## src/rtl/multdiv_pkg.sv

```systemverilog
// Shared types and helpers for the sequential multiply/divide unit:
// FSM states, operation select, Booth action encoding, operand magnitude.
package multdiv_pkg;

  localparam int ITER_DEFAULT = 32;

  typedef enum logic [2:0] {
    S_IDLE = 3'd0,
    S_MULT = 3'd1,
    S_DIV  = 3'd2,
    S_FIX  = 3'd3,
    S_DONE = 3'd4
  } state_e;

  typedef enum logic {
    OP_MULT = 1'b0,
    OP_DIV  = 1'b1
  } op_e;

  typedef enum logic [1:0] {
    BOOTH_NOP = 2'd0,
    BOOTH_ADD = 2'd1,
    BOOTH_SUB = 2'd2
  } booth_e;

  // {q0, q-1} = 01 ends a run of ones (add), 10 starts one (subtract)
  function automatic booth_e booth_decode(input logic [1:0] qpair);
    case (qpair)
      2'b01:   return BOOTH_ADD;
      2'b10:   return BOOTH_SUB;
      default: return BOOTH_NOP;
    endcase
  endfunction

  // 0x80000000 maps to itself, which is its correct unsigned magnitude
  function automatic logic [31:0] mag32(input logic [31:0] v);
    return v[31] ? (~v + 32'd1) : v;
  endfunction

endpackage

```

## src/rtl/multdiv_seq_addsub32.sv

```systemverilog
// 32-bit adder/subtractor from four 8-bit carry-lookahead groups; the
// group generate/propagate terms produce the carries between groups.
module addsub32 (
  input  logic [31:0] a,
  input  logic [31:0] b,
  input  logic        sub,
  output logic [31:0] sum,
  output logic        cout
);

  logic [31:0] bx;
  logic [31:0] g;
  logic [31:0] p;

  assign bx = b ^ {32{sub}};
  assign g  = a & bx;
  assign p  = a ^ bx;

  always_comb begin
    logic carry;
    logic gg;
    logic gp;
    logic cc;
    sum   = '0;
    carry = sub;
    for (int k = 0; k < 4; k++) begin
      gg = 1'b0;
      gp = 1'b1;
      for (int i = 0; i < 8; i++) begin
        gg = g[8*k+i] | (p[8*k+i] & gg);
        gp = gp & p[8*k+i];
      end
      cc = carry;
      for (int i = 0; i < 8; i++) begin
        sum[8*k+i] = p[8*k+i] ^ cc;
        cc         = g[8*k+i] | (p[8*k+i] & cc);
      end
      carry = gg | (gp & carry);
    end
    cout = carry;
  end

endmodule

```

## src/rtl/multdiv_seq.sv

```systemverilog
// Sequential signed 32-bit multiply (radix-2 Booth) / divide (restoring) unit.
// Define MULTDIV_DIV_EN to build the divide path; otherwise ctrl_DIV reports an exception.
module multdiv_seq
  import multdiv_pkg::*;
#(
  parameter int ITER = ITER_DEFAULT
) (
  input  logic        clock,
  input  logic        reset,
  input  logic        ctrl_MULT,
  input  logic        ctrl_DIV,
  input  logic [31:0] data_operandA,
  input  logic [31:0] data_operandB,
  output logic [31:0] data_result,
  output logic        data_exception,
  output logic        data_resultRDY
);

  localparam logic [2:0] IDLE = S_IDLE;
  localparam logic [2:0] MULT = S_MULT;
  localparam logic [2:0] DIV  = S_DIV;
  localparam logic [2:0] FIX  = S_FIX;
  localparam logic [2:0] DONE = S_DONE;

  logic [2:0]  state;
  logic [31:0] hi;
  logic [31:0] lo;
  logic        qm1;
  logic [31:0] mcand;
  logic [5:0]  cnt;
  logic [31:0] fix_res;
  logic        fix_exc;

`ifdef MULTDIV_DIV_EN
  op_e         op;
  logic        negq;
  logic        pend_exc;
  logic [31:0] rsh;
  logic        nonneg;
`endif

  booth_e      act;
  logic [31:0] add_a;
  logic [31:0] add_b;
  logic        add_sub;
  logic [31:0] sum;
  logic        cout;
  logic [31:0] new_hi;
  logic        top;

  assign act = booth_decode({lo[0], qm1});

  always_comb begin
    add_a   = '0;
    add_b   = '0;
    add_sub = 1'b0;
    case (state)
      MULT: begin
        add_a   = hi;
        add_b   = mcand;
        add_sub = (act == BOOTH_SUB);
      end
`ifdef MULTDIV_DIV_EN
      DIV: begin
        add_a   = {hi[30:0], lo[31]};
        add_b   = mcand;
        add_sub = 1'b1;
      end
      FIX: begin
        if (op == OP_DIV) begin
          add_b   = lo;
          add_sub = 1'b1;
        end
      end
`endif
      default: ;
    endcase
  end

  addsub32 u_addsub (
    .a   (add_a),
    .b   (add_b),
    .sub (add_sub),
    .sum (sum),
    .cout(cout)
  );

  // The 33rd sum bit is rebuilt from the carry so the arithmetic shift stays exact
  always_comb begin
    new_hi = (act == BOOTH_NOP) ? hi : sum;
    top    = (act == BOOTH_NOP) ? hi[31] : (hi[31] ^ mcand[31] ^ add_sub ^ cout);
  end

`ifdef MULTDIV_DIV_EN
  // Shifted-out remainder bit covers trial differences wider than 32 bits
  always_comb begin
    rsh    = {hi[30:0], lo[31]};
    nonneg = hi[31] | cout;
  end
`endif

  always_ff @(posedge clock) begin
    if (reset) begin
      state          <= IDLE;
      hi             <= '0;
      lo             <= '0;
      qm1            <= 1'b0;
      mcand          <= '0;
      cnt            <= '0;
      fix_res        <= '0;
      fix_exc        <= 1'b0;
      data_result    <= '0;
      data_exception <= 1'b0;
      data_resultRDY <= 1'b0;
`ifdef MULTDIV_DIV_EN
      op             <= OP_MULT;
      negq           <= 1'b0;
      pend_exc       <= 1'b0;
`endif
    end else begin
      data_resultRDY <= 1'b0;
      if (ctrl_MULT) begin
        state <= MULT;
        hi    <= '0;
        lo    <= data_operandB;
        qm1   <= 1'b0;
        mcand <= data_operandA;
        cnt   <= '0;
`ifdef MULTDIV_DIV_EN
        op    <= OP_MULT;
`endif
      end else if (ctrl_DIV) begin
        cnt <= '0;
`ifdef MULTDIV_DIV_EN
        op       <= OP_DIV;
        hi       <= '0;
        lo       <= mag32(data_operandA);
        mcand    <= mag32(data_operandB);
        negq     <= data_operandA[31] ^ data_operandB[31];
        pend_exc <= (data_operandA == 32'h8000_0000) && (data_operandB == 32'hFFFF_FFFF);
        if (data_operandB == '0) begin
          state   <= DONE;
          fix_res <= '0;
          fix_exc <= 1'b1;
        end else begin
          state <= DIV;
        end
`else
        state   <= DONE;
        fix_res <= '0;
        fix_exc <= 1'b1;
`endif
      end else begin
        case (state)
          MULT: begin
            hi  <= {top, new_hi[31:1]};
            lo  <= {new_hi[0], lo[31:1]};
            qm1 <= lo[0];
            cnt <= cnt + 6'd1;
            if (cnt == 6'(ITER - 1)) state <= FIX;
          end
          DIV: begin
`ifdef MULTDIV_DIV_EN
            hi  <= nonneg ? sum : rsh;
            lo  <= {lo[30:0], nonneg};
            cnt <= cnt + 6'd1;
            if (cnt == 6'(ITER - 1)) state <= FIX;
`else
            state <= IDLE;
`endif
          end
          FIX: begin
            state <= DONE;
`ifdef MULTDIV_DIV_EN
            if (op == OP_DIV) begin
              fix_res <= negq ? sum : lo;
              fix_exc <= pend_exc;
            end else
`endif
            begin
              fix_res <= lo;
              fix_exc <= (hi != {32{lo[31]}});
            end
          end
          DONE: begin
            data_result    <= fix_res;
            data_exception <= fix_exc;
            data_resultRDY <= 1'b1;
            state          <= IDLE;
          end
          default: state <= IDLE;
        endcase
      end
    end
  end

endmodule
```

## config.mk

```make
export PLATFORM = sky130hd
export DESIGN_NAME = multdiv_seq
export DESIGN_NICKNAME = d
export VERILOG_FILES = /design/src/rtl/multdiv_pkg.sv /design/src/rtl/multdiv_seq_addsub32.sv /design/src/rtl/multdiv_seq.sv
export SDC_FILE = /design/constraint.sdc
export NUM_CORES = 1
export LEC_CHECK = 0
export BUFFER_PORTS_ARGS = -buffer_cell sky130_fd_sc_hd__buf_2
export CAP_MARGIN = 10
export CELL_PAD_IN_SITES_DETAIL_PLACEMENT = 1
export CELL_PAD_IN_SITES_GLOBAL_PLACEMENT = 1
export CORE_AREA = 2 2 148 150
export DETAILED_ROUTE_END_ITERATION = 8
export DIE_AREA = 0 0 150 152
export PLACE_DENSITY = 0.84
export SYNTH_ARGS = -nofsm -noshare
export SYNTH_HDL_FRONTEND = slang
export SYNTH_SLANG_ARGS = --single-unit
```

## constraint.sdc

```tcl
create_clock -name clock -period 9.4 [get_ports clock]
set_input_delay 0.47 -clock clock [delete_from_list [all_inputs] [get_ports clock]]
set_output_delay 0.47 -clock clock [all_outputs]
set_load 0.01 [all_outputs]
```

==> out/summary.txt <==
predominant post-synthesis flop cell: dfxtp_1
CTS clk-pin slew, worst paths: 0.08 ns
most common library cells after synthesis: nand2_1, dfxtp_1, nor2_1
Final WS setup: 2.487 ns
VDD IR max: 116.5 uV
Post-synth EDFFs: 0
Seq pwr share: 47.4%
Tmin final: 6.913 ns
Pwr per Cell Area: 158.4 mW/mm2
top cells by area, synth: dfxtp_1, nand2_1, a21oi_1
RR Startpoint: lo[0]
Ports: 102
die area: 0.02280 mm2
vias in the first global route: 8,302
final antenna-violating net count: 0
NetSw: 453.0 uW
Final nets: 1,323
critical path startpoint category: register
Fmax: 144.6 MHz
power share of the clock group: 43.8%
Cells after Synth: 1,144
register area share after synthesis: 38.71%
# DRC: 0
Post-Syn Area: 0.008946 mm2
Initial DRT Pass Iterations: 5
postcts setup bufs: 0
first-pass GRT wire length: 40,940 um
port bufs: 101
CTS max path bufs: 2
post-synth top area share: 38.71%
FF-to-FF End: hi[30]
initial antenna violation count: 2
Slew @ Worst Pin: 1.085 ns
Arr. time, crit path: 7.19 ns
Hold Vio Cnt, Final: 0
critical path fanouts, max: 35
Final period util: 73.55%
Net Count, Synth: 1,273
H-Tree Depth: 4
TritonCTS buffer count: 17
post-detail-place hpwl: 15,840 um
Die Wd: 150 um
Avg WL per Cell: 16.33 um
post_cts resized: 0
later-pin clock latency in the skew report: 0.44 ns
Mapped Avg Cell Area: 7.820 um2
WHS Path Cells: 3
largest net degree at the start of global routing: 74
Post-CTS Hold Buffers: 0
layout cells sized above 1: 12.76%
Hold EP: lo[8]
Initial Util: 41.90%
FF/Latch Area: 0.003463 mm2
overall routed net length: 24,310 um
multi-input combinational cell area: 0.005007 mm2
GRT overflow: 0
maxcap violations: 0
CP Class: register to register
Hold Crit Start: data_operandB[8]
Worst setup EP type: register
TNS Setup: 0 ns
status: finished clean
Worst R2R Path Depth: 20
Int Pwr: 1.162 mW
Yosys reg bits: 173
area growth from synthesis to layout: 13.92%
DR iter-0 viols: 433
GP Congestion: 0.8212
post-synth top area cell: dfxtp_1
final count of pins violating max slew: 0
Distinct cells, synth: 39
Crit path required time: 9.68 ns
Place WS: 2.598 ns
combinational share of power: 8.8%
Leak: 4.079 nW
Max-slew headroom: 27.66%
unrepaired setup endpoints after global routing: false
CTS tree: built
Yosys warnings: 0
total power: 1.615 mW
Clock Sinks: 173
Worst R2R Setup Slack: 2.49 ns
Switching Fraction: 28.05%
post-synthesis async set-or-reset flop share: 0%
DR vias: 7,937
fillers: 2,683
Vert. Die Dim: 152 um
Vias/cell: 5.330
most common cell in the netlist: nand2_1
Final Skew: 0.01623 ns
final setup violation count: 0
num rows: 54
Root Driver: clkbuf_16
Worst Hold Class: primary input to register
Core Footprint: 0.02135 mm2
gr usage total: 21.99%
-- critical path, cell delays in order (launching register included) --
cell and delay, ns:
dfxtp_1 0.39, ha_2 0.93, xor2_1 0.15, nor2b_1 0.21, ha_1 0.35, nand4_1 0.09, or3_1 0.40, nand3b_1 0.21
nand2_1 0.12, a21oi_1 0.08, fa_1 0.50, fa_1 0.47, fa_1 0.46, fa_1 0.47, fa_1 0.47, fa_1 0.47
fa_1 0.44, xor2_1 0.14, nor2_1 0.06, a211oi_1 0.25, nor3_1 0.07
-- cell usage in the layout (no fill, tap or decap), types with 2 or more instances in the layout --
cell | Yosys | layout
o21a_1 | 3 | 3
o21ai_0 | 32 | 32
clkbuf_16 | 0 | 17
nand3_1 | 8 | 8
a221oi_1 | 2 | 2
a22oi_1 | 32 | 32
buf_4 | 0 | 11
mux2i_1 | 38 | 38
buf_2 | 6 | 99
inv_8 | 0 | 7
nor2_1 | 139 | 138
and2_1 | 9 | 9
nand3b_1 | 3 | 3
or2_2 | 2 | 2
nand4_1 | 10 | 10
nand2_1 | 242 | 242
xnor2_1 | 11 | 11
or4_1 | 2 | 2
fa_1 | 27 | 27
dfxtp_1 | 173 | 173
a31oi_1 | 4 | 4
inv_6 | 0 | 2
diode_2 | 0 | 2
nor4_1 | 8 | 7
inv_1 | 52 | 52
nor3_2 | 1 | 2
or3_1 | 3 | 3
ha_1 | 34 | 33
nor2b_1 | 25 | 24
a21oi_1 | 136 | 136
nor3_1 | 19 | 18
clkinv_8 | 0 | 3
xor2_1 | 31 | 31
a211oi_1 | 10 | 10
-- layout make-up --
cell class                 count  share of cell area (%)
clock buffer                  17                   4.174
clock inverter                15                   1.633
tap                          280                   3.438
multi-input combinational    840                   49.13
timing repair buffer         110                   5.672
inverter                      52                   1.915
sequential                   173                   33.98
antenna                        2                 0.04911
-- layer usage --
layer  share of wire (%)  wire length (um)  up-vias  global-route usage, %
li1                    -                 -     3879                      -
met1                  45             10870     3890                  27.47
met2                  50             12260      125                  38.73
met3                 2.7               662       43                  3.483
met4                 2.1               514        0                  6.649
met5                   0                 0        -                      0
-- how the worst max path moves through the flow --
| stage | startpoint | to | cells after the start |
|---|---|---|---|
| CTS | lo[0] | hi[30] | 20 |
| global route | lo[0] | hi[30] | 20 |
| global placement | lo[0] | hi[30] | 20 |
| finish | lo[0] | hi[30] | 20 |
| detailed placement | lo[0] | hi[30] | 20 |
| floorplan | lo[0] | hi[30] | 23 |
-- flip-flops by register name, indices dropped and copies added, names as in the netlist --
name and cells:
cnt 6, data_exception 1, data_result 32, data_resultRDY 1
fix_exc 1, fix_res 32, hi 32, lo 32
mcand 32, qm1 1, state 3
-- power by group through the flow --
stage	sequential [mW]	combinational [mW]	clock, mW
3_5_place_dp	0.783	0.142	0
5_1_grt	0.768	0.160	0.754
2_1_floorplan	0.777	0.101	0
3_3_place_gp	0.783	0.136	0
6_report	0.766	0.142	0.707
4_1_cts	0.766	0.143	0.717
-- cells by family after synthesis --
| logic type | share of synthesized area (%) |
|---|---|
| and+or+nand+nor | 22.43 |
| AOI/OAI and AO/OA | 14.11 |
| muxes | 4.252 |
| buffers and inverters | 5.581 |
| adders and majority gates | 10.80 |
| DFF | 38.71 |
| xor gates and xnor gates | 4.112 |
-- metrics by stage --
stage	cells	hold WS, ns	cell area, um2	util [%]
after floorplan	1144	0.4316	8946	-
after global placement	1455	0.4412	9594	44.94
after detailed placement	1455	0.4463	9594	44.94
after CTS	1487	0.2515	10190	47.71
after global routing	1489	0.2518	10190	47.73
final	1489	0.2592	10190	47.73
Power figures use the tool's default switching activity.
